[config.mk]
export PLATFORM = sky130hd
export DESIGN_NAME = register_file_2w2r
export DESIGN_NICKNAME = d
export VERILOG_FILES = /design/src/rtl/register_file_2w2r_pkg.sv /design/src/rtl/register_file_2w2r_clear_fsm.sv /design/src/rtl/register_file_2w2r.sv
export SDC_FILE = /design/constraint.sdc
export NUM_CORES = 1
export LEC_CHECK = 0
export ABC_AREA = 0
export BUFFER_PORTS_ARGS = -buffer_cell sky130_fd_sc_hd__buf_2
export CAP_MARGIN = 10
export CORE_MARGIN = 1
export CORE_UTILIZATION = 30
export CTS_CLUSTER_SIZE = 16
export DETAILED_ROUTE_END_ITERATION = 8
export PLACE_DENSITY = 0.47
export SLEW_MARGIN = 40
export SYNTH_ARGS = -nofsm -noshare
export SYNTH_HDL_FRONTEND = slang
export SYNTH_SLANG_ARGS = --single-unit
[constraint.sdc]
create_clock -name clk -period 2.5 [get_ports clk]
set_input_delay 0.125 -clock clk [delete_from_list [all_inputs] [get_ports clk]]
set_output_delay 0.125 -clock clk [all_outputs]
set_load 0.02 [all_outputs]
[src/rtl/register_file_2w2r_pkg.sv]
// Shared types and defaults for the dual-write, dual-read register file.
package register_file_2w2r_pkg;

    localparam int unsigned DEFAULT_WIDTH = 16;
    localparam int unsigned DEFAULT_DEPTH = 8;

    typedef enum logic {
        IDLE  = 1'b0,
        CLEAR = 1'b1
    } clr_state_e;

endpackage

[src/rtl/register_file_2w2r_clear_fsm.sv]
// Sequential clear controller: sweeps one register per cycle and reports busy.
module regfile_clear_fsm
    import register_file_2w2r_pkg::*;
#(
    parameter  int unsigned DEPTH = DEFAULT_DEPTH,
    localparam int unsigned AW    = $clog2(DEPTH)
) (
    input  logic          clk,
    input  logic          rst_n,
    input  logic          clr_req_i,
    output logic          busy_o,
    output logic [AW-1:0] clr_addr_o
);

    clr_state_e    state_q, state_d;
    logic [AW-1:0] cnt_q, cnt_d;
    logic          busy_q;

    always_comb begin
        state_d = state_q;
        cnt_d   = cnt_q;
        case (state_q)
            IDLE: begin
                if (clr_req_i) begin
                    state_d = CLEAR;
                    cnt_d   = '0;
                end
            end
            CLEAR: begin
                cnt_d = cnt_q + 1'b1;
                if (cnt_q == AW'(DEPTH - 1)) begin
                    state_d = IDLE;
                end
            end
            default: state_d = IDLE;
        endcase
    end

    // busy is registered from the next state so it tracks state_q exactly.
    always_ff @(posedge clk or negedge rst_n) begin
        if (!rst_n) begin
            state_q <= IDLE;
            cnt_q   <= '0;
            busy_q  <= 1'b0;
        end else begin
            state_q <= state_d;
            cnt_q   <= cnt_d;
            busy_q  <= (state_d == CLEAR);
        end
    end

    assign busy_o     = busy_q;
    assign clr_addr_o = cnt_q;

endmodule

[src/rtl/register_file_2w2r.sv]
// Register file with two write ports, two combinational read ports,
// optional hardwired-zero register 0, write-to-read bypass and a sequential clear.
module register_file_2w2r
    import register_file_2w2r_pkg::*;
#(
    parameter  int unsigned WIDTH    = DEFAULT_WIDTH,
    parameter  int unsigned DEPTH    = DEFAULT_DEPTH,
    parameter  bit          ZERO_REG = 1'b1,
    parameter  bit          BYPASS   = 1'b1,
    localparam int unsigned AW       = $clog2(DEPTH)
) (
    input  logic             clk,
    input  logic             rst_n,
    input  logic             wr_en0,
    input  logic [AW-1:0]    wr_addr0,
    input  logic [WIDTH-1:0] wr_data0,
    input  logic             wr_en1,
    input  logic [AW-1:0]    wr_addr1,
    input  logic [WIDTH-1:0] wr_data1,
    input  logic [AW-1:0]    rd_addr1,
    input  logic [AW-1:0]    rd_addr2,
    output logic [WIDTH-1:0] rd_data1,
    output logic [WIDTH-1:0] rd_data2,
    input  logic             clr_req,
    output logic             busy
);

    logic [WIDTH-1:0] regs_q [DEPTH];
    logic [AW-1:0]    clr_addr;
    logic             we0, we1;
    logic [AW-1:0]    rd_addr [2];
    logic [WIDTH-1:0] rd_val  [2];

    regfile_clear_fsm #(
        .DEPTH (DEPTH)
    ) u_clear_fsm (
        .clk        (clk),
        .rst_n      (rst_n),
        .clr_req_i  (clr_req),
        .busy_o     (busy),
        .clr_addr_o (clr_addr)
    );

    assign we0 = wr_en0 && !busy && !(ZERO_REG && (wr_addr0 == '0));
    assign we1 = wr_en1 && !busy && !(ZERO_REG && (wr_addr1 == '0));

    // Port 1 is assigned last so it wins a same-address collision.
    always_ff @(posedge clk or negedge rst_n) begin
        if (!rst_n) begin
            for (int unsigned i = 0; i < DEPTH; i++) begin
                regs_q[i] <= '0;
            end
        end else if (busy) begin
            regs_q[clr_addr] <= '0;
        end else begin
            if (we0) regs_q[wr_addr0] <= wr_data0;
            if (we1) regs_q[wr_addr1] <= wr_data1;
        end
    end

    assign rd_addr[0] = rd_addr1;
    assign rd_addr[1] = rd_addr2;

    always_comb begin
        for (int unsigned p = 0; p < 2; p++) begin
            rd_val[p] = regs_q[rd_addr[p]];
            if (BYPASS && !busy) begin
                if (wr_en0 && (wr_addr0 == rd_addr[p])) rd_val[p] = wr_data0;
                if (wr_en1 && (wr_addr1 == rd_addr[p])) rd_val[p] = wr_data1;
            end
            if (ZERO_REG && (rd_addr[p] == '0)) rd_val[p] = '0;
        end
    end

    assign rd_data1 = rd_val[0];
    assign rd_data2 = rd_val[1];

endmodule
==> run summary <==
Pwr Total - 0.0102 W
Pint - 0.00563 W
average cell area after synthesis - 9.19 um^2
Post-synth EDFFs - 0
antenna violations before repair - 5
Tot GR Track Use - 27.3%
Syn Inst Count - 1160
post-synthesis adder-cell area fraction - 0.235%
prevailing post-synth register cell - dfrtp_1
Async SR Flop Fraction - 100%
grt ovf - 0
area occupied by multi-input gates - 0.00661 mm^2
non-filler instance count after layout - 1655
Clk network pwr share - 25.4%
WL final - 49100 um
final hold viol count - 0
Seq pwr share - 30.5%
Leakage - 5.21 nW
flops & latches, synth - 132
Simple-Gate Fraction of Synth Area - 15.5%
Clock Path Buffers - 2
DR pass1 iterations - 5
Synth Warn # - 0
detailed placer's ending HPWL - 33000 um
maximum number of pins on one net before global-route repair - 102
Util after Layout - 35.1%
syn_nets - 1211
largest family of logic cells by synthesized area - compound AO/OA/AOI/OAI gates
total setup buffers inserted after CTS - 0
Max VDD drop - 0.505 mV
final setup vio count - 0
core area - 0.0347 mm^2
Comb power frac - 44.0%
RD Place Congestion - 0.925
die extent in x - 190 um
XOR/XNOR Fraction of Synth Area - 1.23%
DRT antenna net count - 0
vias in the first global route - 9865
Clock Sinks - 132
Hold WC Path Type - input port to flip-flop
CTS Buf Count - 17
placed cells - 1620
clk_skew - 0.00994 ns
Placed Area - 0.0116 mm^2
layout cell share with drive strength beyond 1 - 24.0%
Power per Cell Area - 840 mW/mm^2
Port Buffers - 81
vias per cell - 6.34
synth-to-layout area growth - 14.5%
Initial Util - 30.7%
WP data arrival - 2.30 ns
biggest area consumer among synthesized cells - dfrtp_1
Synth Cell Area - 0.0107 mm^2
mux share of post-synthesis cell area - 17.8%
floorplan row count - 68
full die area - 0.0363 mm^2
f_max - 413 MHz
Worst Tran Pin Value - 0.679 ns
Die Y - 190 um
required time worst endpoint - 2.38 ns
max cap viols - 0
clock transition at the registers of the reported paths - 0.07 ns
routed length per instance - 29.7 um
setup tns final - 0 ns
routed vias - 10500
sequential fraction of the synthesis area - 31.0%
relative slew slack - 54.7%
post-CTS sizing - 0
Layout Nets - 1237
RSZ-0062 raised after global routing - no
DRC - 0
Tmin final - 2.42 ns
CP Capture Type - output port
Hold Path Depth - 3
critical path startpoint category - flip-flop
worst-path maximum fanout - 13
drt initial violations - 1112
Finished Cell Area - 0.0122 mm^2
status - complete, no violations
Worst R2R Path Depth - 6
most common cell in the netlist - dfrtp_1
CTS H-tree depth - 4
WS Path Type - flip-flop to output port
Synth area leaders - dfrtp_1 31%, mux4_2 13%, o31ai_1 5.7%
storage element area - 0.00330 mm^2
hold-fix buffer count after cts - 2
count of final max-slew check failures - 0
Synth Area in Compound Gates - 26.9%
distinct cell type count after synthesis - 60
Clk Latency, worst-skew pair - 0.43 ns
post-route clock period utilization - 96.9%
Psw - 0.00461 W
fill cell count - 3593
first-pass GRT wire length - 71400 um
Switching Share - 45.0%
I/O pins - 82
Synth top cells by count - 132 x dfrtp_1, 104 x nand2_1, 84 x o21ai_0
top-area cell type share of the netlist area - 31.0%
CTS tree - done
Root Buffer - clkbuf_16
[power groups by stage]
stage / combinational, W / clock, W / sequential, W
2_1_floorplan: 0.00287 / 0 / 0.00293
3_3_place_gp: 0.00439 / 0 / 0.00312
3_5_place_dp: 0.00444 / 0 / 0.00314
4_1_cts: 0.00446 / 0.00263 / 0.00310
5_1_grt: 0.00480 / 0.00274 / 0.00319
6_report: 0.00451 / 0.00261 / 0.00313
[critical path: stages, from the launching register on]
cell and delay [ns]:
dfrtp_2 0.36, buf_4 0.22, nor2b_1 0.10, nand4_1 0.21, buf_4 0.25, o21ai_0 0.09, a211oi_1 0.38, buf_2 0.24
[state kept, by name, summed over array words and instances (netlist names)]
signal	cells
u_clear_fsm.state_q	1
regs_q	128
u_clear_fsm.clr_addr_o	3
[area by class of cell]
cell class,count,share of cell area (%)
clock inverters,15,1.28
inverters,5,0.154
clock buffers,17,3.49
multi-input cells,867,54.2
well taps,455,4.67
diodes,1,0.0205
flip-flops and latches,132,27.1
repair buffers,163,9.08
[logic make-up (layout without fill, tap and decap cells)]
logic type / count (synthesis) / after routing
buf+inv: 161 / 200
fa+ha+maj: 2 / 2
flops: 132 / 132
mux: 111 / 111
xor+xnor: 12 / 12
other cells: 0 / 1
simple gates: 324 / 324
compound gates: 418 / 418
[metrics by stage]
step / setup WS (ns) / hold slack (ns)
after floorplan: 0.519 / -0.171
after global placement: 0.334 / 0.169
after detailed placement: 0.336 / 0.158
after CTS: 0.0969 / 0.0954
after global routing: 0.0238 / 0.120
final: 0.0777 / 0.120
[final timing paths]
path	slack [ns]	start	to
min reg2reg	0.50	regs_q[38]	regs_q[38]
max reg2reg	0.35	u_clear_fsm.state_q	regs_q[107]
min	0.12	wr_data1[11]	regs_q[91]
min in group asynchronous	0.26	rst_n	regs_q[28]
max in group asynchronous	1.50	rst_n	regs_q[31]
max	0.08	u_clear_fsm.state_q	rd_data2[13]
[layer usage]
| metal | wire length, um | GRT usage (%) | share of wire [%] | vias to the layer above |
|---|---|---|---|---|
| li1 | - | - | - | 4511 |
| met3 | 3880 | 4.84 | 7.9 | 97 |
| met1 | 20800 | 37.5 | 42 | 5360 |
| met2 | 22600 | 41.9 | 46 | 515 |
| met5 | 46 | 0 | 0.094 | - |
| met4 | 1840 | 11.8 | 3.7 | 6 |
[cell usage in the layout, fill, tap and decap left out, types with 51 or more instances in the layout]
cell | Yosys | layout
a211oi_1 | 64 | 64
a21oi_1 | 66 | 66
buf_2 | 60 | 80
buf_4 | 13 | 74
dfrtp_1 | 132 | 131
mux4_2 | 63 | 63
nand2_1 | 104 | 104
nor2_1 | 51 | 51
o21ai_0 | 84 | 82
o31ai_1 | 81 | 81
(Power assumes the default switching activity.)
